===== config.mk =====
export PLATFORM = sky130hd
export DESIGN_NAME = baccarat_deal_fsm
export DESIGN_NICKNAME = d
export VERILOG_FILES = /design/src/rtl/baccarat_deal_fsm.sv
export SDC_FILE = /design/constraint.sdc
export NUM_CORES = 1
export LEC_CHECK = 0
export BUFFER_PORTS_ARGS = -buffer_cell sky130_fd_sc_hd__buf_2
export CAP_MARGIN = 10
export CORE_MARGIN = 1
export CORE_UTILIZATION = 40
export DETAILED_ROUTE_END_ITERATION = 8
export GPL_TIMING_DRIVEN = 0
export PLACE_DENSITY = 0.66
export SYNTH_ARGS = -nofsm -noshare
export SYNTH_HDL_FRONTEND = slang
export SYNTH_SLANG_ARGS = --single-unit

===== constraint.sdc =====
create_clock -name slow_clock -period 1.95 [get_ports slow_clock]
set_input_delay 0.2925 -clock slow_clock [delete_from_list [all_inputs] [get_ports slow_clock]]
set_output_delay 0.2925 -clock slow_clock [all_outputs]
set_load 0.05 [all_outputs]

===== src/rtl/baccarat_deal_fsm.sv =====
// Moore controller sequencing one baccarat hand: card load strobes, third-card rules, win lights.
// Optional ROUND_COUNT_EN adds a saturating count of completed hands (round_count).
module baccarat_deal_fsm #(
  parameter int unsigned NATURAL_MIN = 8,
  parameter int unsigned PLAYER_DRAW = 5
) (
  input  logic       slow_clock,
  input  logic       resetb,
  input  logic [3:0] pscore,
  input  logic [3:0] dscore,
  input  logic [3:0] pcard3,
  input  logic       new_round,
  output logic       load_pcard1,
  output logic       load_pcard2,
  output logic       load_pcard3,
  output logic       load_dcard1,
  output logic       load_dcard2,
  output logic       load_dcard3,
  output logic       clear_hand,
  output logic       player_win_light,
  output logic       dealer_win_light
`ifdef ROUND_COUNT_EN
  ,
  output logic [7:0] round_count
`endif
);

  typedef enum logic [3:0] {
    START, P1, D1, P2, D2, CHK, P3, CHKD, D3, DONE, CLR
  } state_t;

  state_t     state_q, state_d;
  logic       lp1_d, lp2_d, lp3_d, ld1_d, ld2_d, ld3_d, clr_d;
  logic [3:0] p3_val;
  logic       dealer_draws;
  logic       natural;

  // Face cards and tens count as zero for the dealer's third-card decision.
  assign p3_val  = (pcard3 >= 4'd10) ? 4'd0 : pcard3;
  assign natural = (pscore >= 4'(NATURAL_MIN)) || (dscore >= 4'(NATURAL_MIN));

  always_comb begin
    dealer_draws = 1'b0;
    case (dscore)
      4'd0, 4'd1, 4'd2: dealer_draws = 1'b1;
      4'd3:             dealer_draws = (p3_val != 4'd8);
      4'd4:             dealer_draws = (p3_val >= 4'd2) && (p3_val <= 4'd7);
      4'd5:             dealer_draws = (p3_val >= 4'd4) && (p3_val <= 4'd7);
      4'd6:             dealer_draws = (p3_val >= 4'd6) && (p3_val <= 4'd7);
      default:          dealer_draws = 1'b0;
    endcase
  end

  // Next state plus strobe decode of the next state, so the strobes come out of flops.
  always_comb begin
    state_d = state_q;
    case (state_q)
      START: state_d = P1;
      P1:    state_d = D1;
      D1:    state_d = P2;
      P2:    state_d = D2;
      D2:    state_d = CHK;
      CHK: begin
        if (natural)                               state_d = DONE;
        else if (pscore <= 4'(PLAYER_DRAW))        state_d = P3;
        else if (dscore <= 4'd5)                   state_d = D3;
        else                                       state_d = DONE;
      end
      P3:    state_d = CHKD;
      CHKD:  state_d = dealer_draws ? D3 : DONE;
      D3:    state_d = DONE;
      DONE:  state_d = new_round ? CLR : DONE;
      CLR:   state_d = P1;
      default: state_d = START;
    endcase
    lp1_d = (state_d == P1);
    lp2_d = (state_d == P2);
    lp3_d = (state_d == P3);
    ld1_d = (state_d == D1);
    ld2_d = (state_d == D2);
    ld3_d = (state_d == D3);
    clr_d = (state_d == CLR);
  end

  always_ff @(posedge slow_clock or negedge resetb) begin
    if (!resetb) begin
      state_q     <= START;
      load_pcard1 <= 1'b0;
      load_pcard2 <= 1'b0;
      load_pcard3 <= 1'b0;
      load_dcard1 <= 1'b0;
      load_dcard2 <= 1'b0;
      load_dcard3 <= 1'b0;
      clear_hand  <= 1'b0;
    end else begin
      state_q     <= state_d;
      load_pcard1 <= lp1_d;
      load_pcard2 <= lp2_d;
      load_pcard3 <= lp3_d;
      load_dcard1 <= ld1_d;
      load_dcard2 <= ld2_d;
      load_dcard3 <= ld3_d;
      clear_hand  <= clr_d;
    end
  end

  // Lights follow the live scores while the hand is finished; a tie lights both.
  assign player_win_light = (state_q == DONE) && (pscore >= dscore);
  assign dealer_win_light = (state_q == DONE) && (dscore >= pscore);

`ifdef ROUND_COUNT_EN
  always_ff @(posedge slow_clock or negedge resetb) begin
    if (!resetb) begin
      round_count <= 8'd0;
    end else if ((state_d == DONE) && (state_q != DONE) && (round_count != 8'hFF)) begin
      round_count <= round_count + 8'd1;
    end
  end
`endif

endmodule


==> flow_summary.html, run 1 <==
<table>
<tr><th>Metric</th><th>Value</th></tr>
<tr><th colspan="2">STA</th></tr>
<tr><td>Skew final</td><td>3.437 ps</td></tr>
<tr><td>Fmax</td><td>521.5 MHz</td></tr>
<tr><td>Total count of max-transition violations in the final report</td><td>0</td></tr>
<tr><td>Final setup viols</td><td>0</td></tr>
<tr><td>Actual slew at the worst max-slew pin</td><td>373.7 ps</td></tr>
<tr><td>Final worst path period share</td><td>0.9834</td></tr>
<tr><td>Relative slew slack</td><td>0.7509</td></tr>
<tr><td>Final hold violations</td><td>0</td></tr>
<tr><td>Min Clock Period, post-route</td><td>1918 ps</td></tr>
<tr><td>Final total negative setup slack</td><td>0 ps</td></tr>
<tr><th colspan="2">Clocking</th></tr>
<tr><td>Clock root buffer</td><td>clkbuf_4</td></tr>
<tr><td>TritonCTS clock tree</td><td>built</td></tr>
<tr><td>Clock buffer depth</td><td>2</td></tr>
<tr><td>Insertion delay of the later-clocked pin in the worst-skew pair</td><td>270 ps</td></tr>
<tr><td>Clock buffers created by TritonCTS</td><td>3</td></tr>
<tr><td>Number of clock sinks</td><td>11</td></tr>
<tr><td>Maximum level of the CTS H-tree</td><td>1</td></tr>
<tr><td>Clock slew seen by the registers of the worst setup and hold paths</td><td>60 ps</td></tr>
<tr><th colspan="2">Routing</th></tr>
<tr><td>Pre-Repair DR Iteration Count</td><td>6</td></tr>
<tr><td>DRC violation count after routing</td><td>4</td></tr>
<tr><td>1st-iter DRT viols</td><td>23</td></tr>
<tr><td>Post-detailed-routing wire length</td><td>1283 µm</td></tr>
<tr><td>WL per Instance</td><td>10.87 µm</td></tr>
<tr><td>Average via count per standard cell</td><td>5.398</td></tr>
<tr><td>Vias post-DR</td><td>637</td></tr>
<tr><td>Antenna violation net count after detailed routing</td><td>0</td></tr>
<tr><th colspan="2">Global route</th></tr>
<tr><td>Global routing usage summed across all routing layers</td><td>0.1583</td></tr>
<tr><td>Initial antenna violation count</td><td>0</td></tr>
<tr><td>Pin count of the biggest net entering global routing</td><td>12</td></tr>
<tr><td>Final global-route overflow total</td><td>0</td></tr>
<tr><td>Via count of the first global-routing pass</td><td>517</td></tr>
<tr><td>Global-route wire length before repair</td><td>2104 µm</td></tr>
<tr><th colspan="2">Logic synthesis</th></tr>
<tr><td>Warnings, synthesis</td><td>0</td></tr>
<tr><td>Most used standard cells in the synthesized netlist</td><td>11 x dfrtp_1, 5 x inv_1</td></tr>
<tr><td>Count leader, synth</td><td>dfrtp_1</td></tr>
<tr><td>Average cell area after synthesis</td><td>9.358 µm²</td></tr>
<tr><td>Post-synth top flop</td><td>dfrtp_1</td></tr>
<tr><td>Top-area cell type share of the netlist area</td><td>0.4029</td></tr>
<tr><td>Async set-or-reset flop fraction in the synthesized netlist</td><td>1.000</td></tr>
<tr><td>Summed instance area of the synthesized netlist</td><td>683.2 µm²</td></tr>
<tr><td>Portion of the post-synthesis area used by sequential elements</td><td>0.4029</td></tr>
<tr><td>Number of synthesized flops with an enable pin</td><td>0</td></tr>
<tr><td>Number of distinct library cells after synthesis</td><td>33</td></tr>
<tr><td>Area leader, netlist</td><td>dfrtp_1</td></tr>
<tr><td>Flip-flop and latch count after synthesis</td><td>11</td></tr>
<tr><td>Post-Syn Instances</td><td>73</td></tr>
<tr><td>Post-synthesis net count</td><td>92</td></tr>
<tr><td>Cells taking the most area after synthesis</td><td>dfrtp_1 40%, ha_1 7.3%, nand2b_1 3.7%</td></tr>
<tr><th colspan="2">Worst hold path</th></tr>
<tr><td>Path class of the lowest-slack min-delay path</td><td>input pin to register</td></tr>
<tr><td>Worst Hold End</td><td>clear_hand</td></tr>
<tr><td>HP Start</td><td>new_round</td></tr>
<tr><td>Number of cells on the worst hold path</td><td>2</td></tr>
<tr><th colspan="2">Layout</th></tr>
<tr><td>Area growth, synth to finish</td><td>31.50%</td></tr>
<tr><td>Final std cells w/o fill</td><td>118</td></tr>
<tr><td>Number of inserted diodes</td><td>0</td></tr>
<tr><td>Share of layout cells above drive strength 1</td><td>0.3922</td></tr>
<tr><td>Final net count</td><td>122</td></tr>
<tr><th colspan="2">Placed design</th></tr>
<tr><td>Placer's final routability congestion estimate</td><td>0.7589</td></tr>
<tr><td>Post-detailed-placement half-perimeter wirelength</td><td>976 µm</td></tr>
<tr><td>Total of buffers placed on input and output ports</td><td>23</td></tr>
<tr><td>Post-placement cell count</td><td>112</td></tr>
<tr><th colspan="2">Pwr</th></tr>
<tr><td>Leakage</td><td>0.4666 nW</td></tr>
<tr><td>Final Total Pwr</td><td>1.090 mW</td></tr>
<tr><td>Worst supply voltage drop on vdd</td><td>0.5314 mV</td></tr>
<tr><td>Power density over cell area</td><td>1213 nW/µm²</td></tr>
<tr><th colspan="2">Outcome</th></tr>
<tr><td>Status</td><td>finished, violations left</td></tr>
<tr><td>Failing checks</td><td>DRC</td></tr>
<tr><th colspan="2">Worst setup path</th></tr>
<tr><td>Startpoint Class</td><td>register</td></tr>
<tr><td>Worst reg2reg startpoint</td><td>state_q[1]</td></tr>
<tr><td>Endpoint of the worst-slack reg-to-reg timing path</td><td>load_dcard3</td></tr>
<tr><td>Signal arrival time at the worst endpoint</td><td>1630 ps</td></tr>
<tr><td>Register-to-register path setup slack</td><td>500 ps</td></tr>
<tr><td>CP required</td><td>1660 ps</td></tr>
<tr><td>Critical path endpoint category</td><td>output port</td></tr>
<tr><td>Critical path type</td><td>register to output port</td></tr>
<tr><td>Max FO, Critical Path</td><td>9</td></tr>
<tr><td>R2R depth</td><td>5</td></tr>
<tr><th colspan="2">Floorplan</th></tr>
<tr><td>Placeable core area</td><td>1559 µm²</td></tr>
<tr><td>Floorplan die area</td><td>1877 µm²</td></tr>
<tr><td>Starting utilization of the core area</td><td>0.4382</td></tr>
<tr><td>Chip height</td><td>43.33 µm</td></tr>
<tr><td>Number of placement rows</td><td>14</td></tr>
<tr><td>Die width</td><td>43.33 µm</td></tr>
<tr><td>I/O pin cnt</td><td>24</td></tr>
<tr><th colspan="2">Run</th></tr>
<tr><td># Max-Cap Violations</td><td>0</td></tr>
</table>
==> layout make-up <==
class	count	area [µm²]
plain buffers	4	21.27
clock buffers	4	26.28
fillers	140	660.6
inverters	5	18.77
multi-input cells	53	391.6
flip-flops and latches	11	275.3
well taps	16	20.02
repair buffers	25	145.1
==> where the power goes <==
| group | total [mW] | internal, mW | leakage (nW) | switching (mW) |
|---|---|---|---|---|
| registers | 0.334 | 0.304 | 0.145 | 0.0307 |
| clock network | 0.150 | 0.0792 | 0.0150 | 0.0706 |
| logic | 0.606 | 0.223 | 0.307 | 0.382 |
==> registers in the layout, summed over array words and instances (netlist names) <==
register     cells
clear_hand       1
load_dcard1      1
load_dcard2      1
load_dcard3      1
load_pcard1      1
load_pcard2      1
load_pcard3      1
state_q          4
==> worst max path at each step <==
| stage | start | end | cells after the start |
|---|---|---|---|
| 2_1_floorplan | pscore[1] | player_win_light | 6 |
| 3_3_place_gp | pscore[1] | dealer_win_light | 8 |
| 3_5_place_dp | pscore[1] | dealer_win_light | 8 |
| 4_1_cts | pscore[1] | dealer_win_light | 8 |
| 5_1_grt | state_q[1] | player_win_light | 5 |
| 6_report | state_q[1] | player_win_light | 5 |
==> timing repair <==
item	in CTS	in global routing
endpoints found under the setup margin	1	1
endpoints found under the hold margin	11	0
gates resized for setup	3	5
buffers inserted	0	1
hold buffers	1	0
pin swaps	0	3
==> per-stage QoR <==
step                cell area (µm²)  hold WS [ps]  setup WS [ps]    util
floorplan                     686.9        -3.091          138.4       -
global placement              822.0         170.2          40.03  0.5273
detailed placement            822.0         165.2          36.32  0.5273
CTS                           872.1         279.6          27.03  0.5594
global route                  898.4         291.3         -36.48  0.5762
finish                        898.4         281.2          32.43  0.5762
==> routing by layer <==
layer / routed length, µm / part of all wire / track usage / vias up
li1: - / - / - / 320
met1: 549 / 0.43 / 0.1910 / 290
met5: 0 / 0 / 0 / -
met3: 70 / 0.055 / 0.05106 / 3
met4: 19 / 0.015 / 0.1125 / 0
met2: 644 / 0.50 / 0.2364 / 24
==> worst max-delay path: stages (launching register included) <==
cell	delay, ps
dfrtp_1	360
buf_4	160
nand2b_4	160
or3_1	360
o21ai_2	140
buf_6	170
==> cell usage in the layout, fill, tap and decap left out, drive strengths merged, types with 2 or more instances in the layout <==
cell type	count
o21ai	2
inv	5
o21a	2
buf	27
ha	4
o31a	2
or3b	2
a21oi	4
nor3	4
clkbuf	5
nand2b	4
nand3	2
nor2	3
dfrtp	11
nor2b	4
nand2	4
==> logic make-up (layout without fill, tap and decap cells) <==
family	after synthesis	in the layout	synth area share
AND/OR/NAND/NOR	29	29	0.2491
adder cells (fa/ha/maj)	4	4	0.07326
XOR/XNOR	1	1	0.01282
AO/OA/AOI/OAI	19	19	0.2033
buffers and inverters	9	38	0.05861
flip-flops	11	11	0.4029
Power figures use the tool's default switching activity.
==> run 2, diff against run 1 <==
--- a/config.mk
+++ b/config.mk
@@ -5,6 +5,8 @@
 export SDC_FILE = /design/constraint.sdc
 export NUM_CORES = 1
 export LEC_CHECK = 0
+export ABC_AREA = 1
+export ABC_CLOCK_PERIOD_IN_PS = 1950
 export BUFFER_PORTS_ARGS = -buffer_cell sky130_fd_sc_hd__buf_2
 export CAP_MARGIN = 10
 export CORE_MARGIN = 1
@@ -12,6 +14,7 @@
 export DETAILED_ROUTE_END_ITERATION = 8
 export GPL_TIMING_DRIVEN = 0
 export PLACE_DENSITY = 0.66
+export SETUP_SLACK_MARGIN = 0.5
 export SYNTH_ARGS = -nofsm -noshare
 export SYNTH_HDL_FRONTEND = slang
 export SYNTH_SLANG_ARGS = --single-unit
==> flow_summary.html, run 2 <==
<table>
<tr><th>Metric</th><th>Value</th></tr>
<tr><th colspan="2">Pwr</th></tr>
<tr><td>Final Total Pwr</td><td>1.155 mW (was 1.090 mW)</td></tr>
<tr><td>Leakage</td><td>0.5659 nW (was 0.4666 nW)</td></tr>
<tr><td>Worst supply voltage drop on vdd</td><td>0.4426 mV (was 0.5314 mV)</td></tr>
<tr><td>Power density over cell area</td><td>1161 nW/µm² (was 1213 nW/µm²)</td></tr>
<tr><th colspan="2">Logic synthesis</th></tr>
<tr><td>Number of synthesized flops with an enable pin</td><td>0 (unchanged)</td></tr>
<tr><td>Warnings, synthesis</td><td>0 (unchanged)</td></tr>
<tr><td>Most used standard cells in the synthesized netlist</td><td>19 x nand2_1, 13 x inv_1, 11 x dfrtp_1 (was 11 x dfrtp_1, 5 x inv_1)</td></tr>
<tr><td>Post-synthesis mux area share</td><td>0 (unchanged)</td></tr>
<tr><td>Cells taking the most area after synthesis</td><td>dfrtp_1 39%, nand2_1 10%, ha_1 7.1% (was dfrtp_1 40%, ha_1 7.3%, nand2b_1 3.7%)</td></tr>
<tr><td>Post-synthesis net count</td><td>115 (was 92)</td></tr>
<tr><td>Area leader, netlist</td><td>dfrtp_1 (unchanged)</td></tr>
<tr><td>Compound-gate portion of the synthesized area</td><td>0.09786 (was 0.2033)</td></tr>
<tr><td>Count leader, synth</td><td>nand2_1 (was dfrtp_1)</td></tr>
<tr><td>Post-Syn Instances</td><td>96 (was 73)</td></tr>
<tr><td>Number of distinct library cells after synthesis</td><td>21 (was 33)</td></tr>
<tr><td>Top-area cell type share of the netlist area</td><td>0.3915 (was 0.4029)</td></tr>
<tr><td>Adder and majority cell fraction of the synthesized area</td><td>0.07117 (was 0.07326)</td></tr>
<tr><td>Post-synth top flop</td><td>dfrtp_1 (unchanged)</td></tr>
<tr><td>Area share of xor/xnor cells in the synthesized design</td><td>0 (was 0.01282)</td></tr>
<tr><td>Post-synthesis simple-gate area fraction</td><td>0.3096 (was 0.2491)</td></tr>
<tr><td>Summed instance area of the synthesized netlist</td><td>703.2 µm² (was 683.2 µm²)</td></tr>
<tr><td>Flip-flop and latch count after synthesis</td><td>11 (unchanged)</td></tr>
<tr><td>Async set-or-reset flop fraction in the synthesized netlist</td><td>1.000 (unchanged)</td></tr>
<tr><td>Portion of the post-synthesis area used by sequential elements</td><td>0.3915 (was 0.4029)</td></tr>
<tr><td>Combinational family with the most area after synthesis</td><td>simple AND/OR/NAND/NOR gates (unchanged)</td></tr>
<tr><td>Average cell area after synthesis</td><td>7.325 µm² (was 9.358 µm²)</td></tr>
<tr><th colspan="2">Worst setup path</th></tr>
<tr><td>Startpoint Class</td><td>input pin (was register)</td></tr>
<tr><td>Critical path endpoint category</td><td>output port (unchanged)</td></tr>
<tr><td>Worst reg2reg startpoint</td><td>state_q[0] (was state_q[1])</td></tr>
<tr><td>Series of cell instances along the critical path</td><td>buf_8, ha_4, inv_2, nor2_2, o211ai_1, nand3_1, nand2_2, clkinvlp_4, buf_8 (was buf_4, nand2b_4, or3_1, o21ai_2, buf_6)</td></tr>
<tr><td>Standard cell with the maximum stage delay on the critical path</td><td>ha_4 (was dfrtp_1)</td></tr>
<tr><td>Max FO, Critical Path</td><td>2 (was 9)</td></tr>
<tr><td>CP bufs+invs</td><td>4 (was 2)</td></tr>
<tr><td>Cell mode on critical path</td><td>buf_8</td></tr>
<tr><td>Signal arrival time at the worst endpoint</td><td>1360 ps (was 1630 ps)</td></tr>
<tr><td>Launch point of the critical path</td><td>dscore[1] (was state_q[1])</td></tr>
<tr><td>CP required</td><td>1660 ps (about the same)</td></tr>
<tr><td>Critical Path Max Stage Delay</td><td>230 ps (was 360 ps)</td></tr>
<tr><td>Family with the most delay on the worst path</td><td>buffers and inverters (was simple AND/OR/NAND/NOR gates)</td></tr>
<tr><td>Critical path type</td><td>input pin to output port (was register to output port)</td></tr>
<tr><th colspan="2">Worst hold path</th></tr>
<tr><td>HP Start</td><td>new_round (unchanged)</td></tr>
<tr><td>Path class of the lowest-slack min-delay path</td><td>input pin to register (unchanged)</td></tr>
<tr><th colspan="2">Global route</th></tr>
<tr><td>Via count of the first global-routing pass</td><td>664 (was 517)</td></tr>
<tr><td>Global routing usage summed across all routing layers</td><td>0.1799 (was 0.1583)</td></tr>
<tr><td>Initial antenna violation count</td><td>0 (unchanged)</td></tr>
<tr><td>Global-route wire length before repair</td><td>2546 µm (was 2104 µm)</td></tr>
<tr><td>Pin count of the biggest net entering global routing</td><td>12 (unchanged)</td></tr>
<tr><td>Final global-route overflow total</td><td>0 (unchanged)</td></tr>
<tr><th colspan="2">Floorplan</th></tr>
<tr><td>Number of placement rows</td><td>14 (unchanged)</td></tr>
<tr><td>Starting utilization of the core area</td><td>0.4460 (was 0.4382)</td></tr>
<tr><td>Placeable core area</td><td>1577 µm² (was 1559 µm²)</td></tr>
<tr><td>Chip height</td><td>43.93 µm (was 43.33 µm)</td></tr>
<tr><td>I/O pin cnt</td><td>24 (unchanged)</td></tr>
<tr><td>Die width</td><td>43.93 µm (was 43.33 µm)</td></tr>
<tr><td>Floorplan die area</td><td>1929 µm² (was 1877 µm²)</td></tr>
<tr><th colspan="2">STA</th></tr>
<tr><td>Min Clock Period, post-route</td><td>1657 ps (was 1918 ps)</td></tr>
<tr><td>Final worst path period share</td><td>0.8499 (was 0.9834)</td></tr>
<tr><td>Final hold violations</td><td>0 (unchanged)</td></tr>
<tr><td>Total count of max-transition violations in the final report</td><td>0 (unchanged)</td></tr>
<tr><td>PnR worst setup slack</td><td>292.7 ps (was 32.43 ps)</td></tr>
<tr><td>Final setup viols</td><td>0 (unchanged)</td></tr>
<tr><td>Tightest hold margin</td><td>271.3 ps (was 281.2 ps)</td></tr>
<tr><td>Relative slew slack</td><td>0.8384 (was 0.7509)</td></tr>
<tr><td>Setup repair after global routing missed its margin</td><td>true</td></tr>
<tr><td>Fmax</td><td>603.4 MHz (was 521.5 MHz)</td></tr>
<tr><td>Final total negative setup slack</td><td>0 ps (unchanged)</td></tr>
<tr><td>Skew final</td><td>5.556 ps (was 3.437 ps)</td></tr>
<tr><td>Actual slew at the worst max-slew pin</td><td>242.4 ps (was 373.7 ps)</td></tr>
<tr><th colspan="2">Routing</th></tr>
<tr><td>Antenna violation net count after detailed routing</td><td>0 (unchanged)</td></tr>
<tr><td>Average via count per standard cell</td><td>4.769 (was 5.398)</td></tr>
<tr><td>1st-iter DRT viols</td><td>8 (was 23)</td></tr>
<tr><td>DRC violation count after routing</td><td>1 (was 4)</td></tr>
<tr><td>WL per Instance</td><td>9.643 µm (was 10.87 µm)</td></tr>
<tr><td>Post-detailed-routing wire length</td><td>1379 µm (was 1283 µm)</td></tr>
<tr><td>Pre-Repair DR Iteration Count</td><td>8 (was 6)</td></tr>
<tr><td>Vias post-DR</td><td>682 (was 637)</td></tr>
<tr><th colspan="2">Layout</th></tr>
<tr><td>Commonest non-fill, non-tap cell in the layout</td><td>buf_2 (unchanged)</td></tr>
<tr><td>Most frequent cells in the layout</td><td>19 x buf_2, 18 x nand2_1, 11 x inv_2, 11 x dfrtp_1, 10 x inv_1 (was 23 x buf_2, 11 x dfrtp_1)</td></tr>
<tr><td>Number of flip-flops under the largest register name</td><td>4 (unchanged)</td></tr>
<tr><td>Sequential cell area</td><td>275.3 µm² (unchanged)</td></tr>
<tr><td>Share of layout cells above drive strength 1</td><td>0.4882 (was 0.3922)</td></tr>
<tr><td>Fillers</td><td>157 (was 140)</td></tr>
<tr><td>Area growth, synth to finish</td><td>41.46% (was 31.50%)</td></tr>
<tr><td>Biggest register</td><td>state_q (unchanged)</td></tr>
<tr><td>Number of inserted diodes</td><td>0 (unchanged)</td></tr>
<tr><td>Final net count</td><td>147 (was 122)</td></tr>
<tr><td>Post-layout utilization of the core</td><td>0.6310 (was 0.5762)</td></tr>
<tr><td>Multi-input logic area</td><td>389.1 µm² (was 391.6 µm²)</td></tr>
<tr><th colspan="2">Run</th></tr>
<tr><td># Max-Cap Violations</td><td>0 (unchanged)</td></tr>
<tr><th colspan="2">Clocking</th></tr>
<tr><td>Clock root buffer</td><td>clkbuf_4 (unchanged)</td></tr>
<tr><td>Number of clock sinks</td><td>11 (unchanged)</td></tr>
<tr><td>Maximum level of the CTS H-tree</td><td>1 (unchanged)</td></tr>
<tr><td>Clock buffers created by TritonCTS</td><td>3 (unchanged)</td></tr>
<tr><td>Clock buffer depth</td><td>2 (unchanged)</td></tr>
<tr><td>TritonCTS clock tree</td><td>built (unchanged)</td></tr>
<tr><td>Clock slew seen by the registers of the worst setup and hold paths</td><td>70 ps (was 60 ps)</td></tr>
<tr><td>Insertion delay of the later-clocked pin in the worst-skew pair</td><td>260 ps (was 270 ps)</td></tr>
<tr><th colspan="2">Outcome</th></tr>
<tr><td>Failing checks</td><td>DRC (unchanged)</td></tr>
<tr><td>Status</td><td>finished, violations left (unchanged)</td></tr>
<tr><th colspan="2">Placed design</th></tr>
<tr><td>Post-detailed-placement half-perimeter wirelength</td><td>1173 µm (was 976 µm)</td></tr>
<tr><td>Placer's final routability congestion estimate</td><td>0.8238 (was 0.7589)</td></tr>
<tr><td>Worst setup timing slack at the placement stage</td><td>163.7 ps (was 36.32 ps)</td></tr>
<tr><td>Total of buffers placed on input and output ports</td><td>23 (unchanged)</td></tr>
</table>
[run 2: changes by cell type in the layout (fill, tap and decap cells not counted), sizes merged, moves of 2 or more]
cell / change
clkinv: +2
inv: +16
nand2: +19
nand2b: -4
nand3: +2
nor2: +13
nor2b: -4
nor3: -4
o21ai: +2
o31a: -2
or3b: -2
[run 2: layout make-up]
type | count | area share
Inverter | 24 | 0.1006
Multi-Input combinational cell | 61 | 0.3912
Tap cell | 16 | 0.02013
Clock buffer | 4 | 0.02642
Timing Repair Buffer | 27 | 0.1849
Sequential cell | 11 | 0.2767
[run 2: what timing repair did]
| action | 4_1_cts | 5_1_grt |
|---|---|---|
| pin swaps | 7 | 5 |
| resized for setup | 12 | 4 |
| setup buffers | 1 | 2 |
| endpoints found under the hold margin | 11 | 0 |
| cloned | 0 | 0 |
| setup endpoints to repair | 2 | 2 |
| hold buffers | 1 | 0 |
[run 2: logic make-up (layout without fill, tap and decap cells)]
group,count (synthesis),after routing
and+or+nand+nor,45,45
AOI/OAI and AO/OA,12,12
adders and majority gates,4,4
DFF,11,11
buffers and inverters,24,55
[run 2: per-layer routing]
layer  up-vias  track usage  routed length, µm
met5         -            0                  0
met4         0      0.09091                 15
met3         2      0.04167                 61
met2        18       0.3015                710
met1       307       0.2145                591
li1        355            -                  -
[run 2: report_power, final]
| group | internal (mW) | switching, mW |
|---|---|---|
| Combinational | 0.199 | 0.455 |
| Sequential | 0.305 | 0.0502 |
| Clock | 0.0789 | 0.0672 |
| Total | 0.583 | 0.572 |
[run 2: per-stage QoR]
step / std cells / area [µm²]
6_report: 143 / 994.7
5_1_grt: 143 / 994.7
4_1_cts: 141 / 969.7
3_5_place_dp: 135 / 887.1
3_3_place_gp: 135 / 887.1
2_1_floorplan: 96 / 752.0
[run 2: path summary, 6_finish.rpt]
check,endpoint,slack (ps),cells past startpoint
min reg2reg,load_pcard2,580,3
max in group asynchronous,state_q[0],1320,2
max reg2reg,load_dcard3,700,9
min,clear_hand,270,3
min in group asynchronous,load_pcard3,430,2
max,dealer_win_light,290,9
[run 2: tightest hold or removal path, cell delays in order]
cell and delay, ps:
buf_2 90, nand2_1 70, inv_1 50
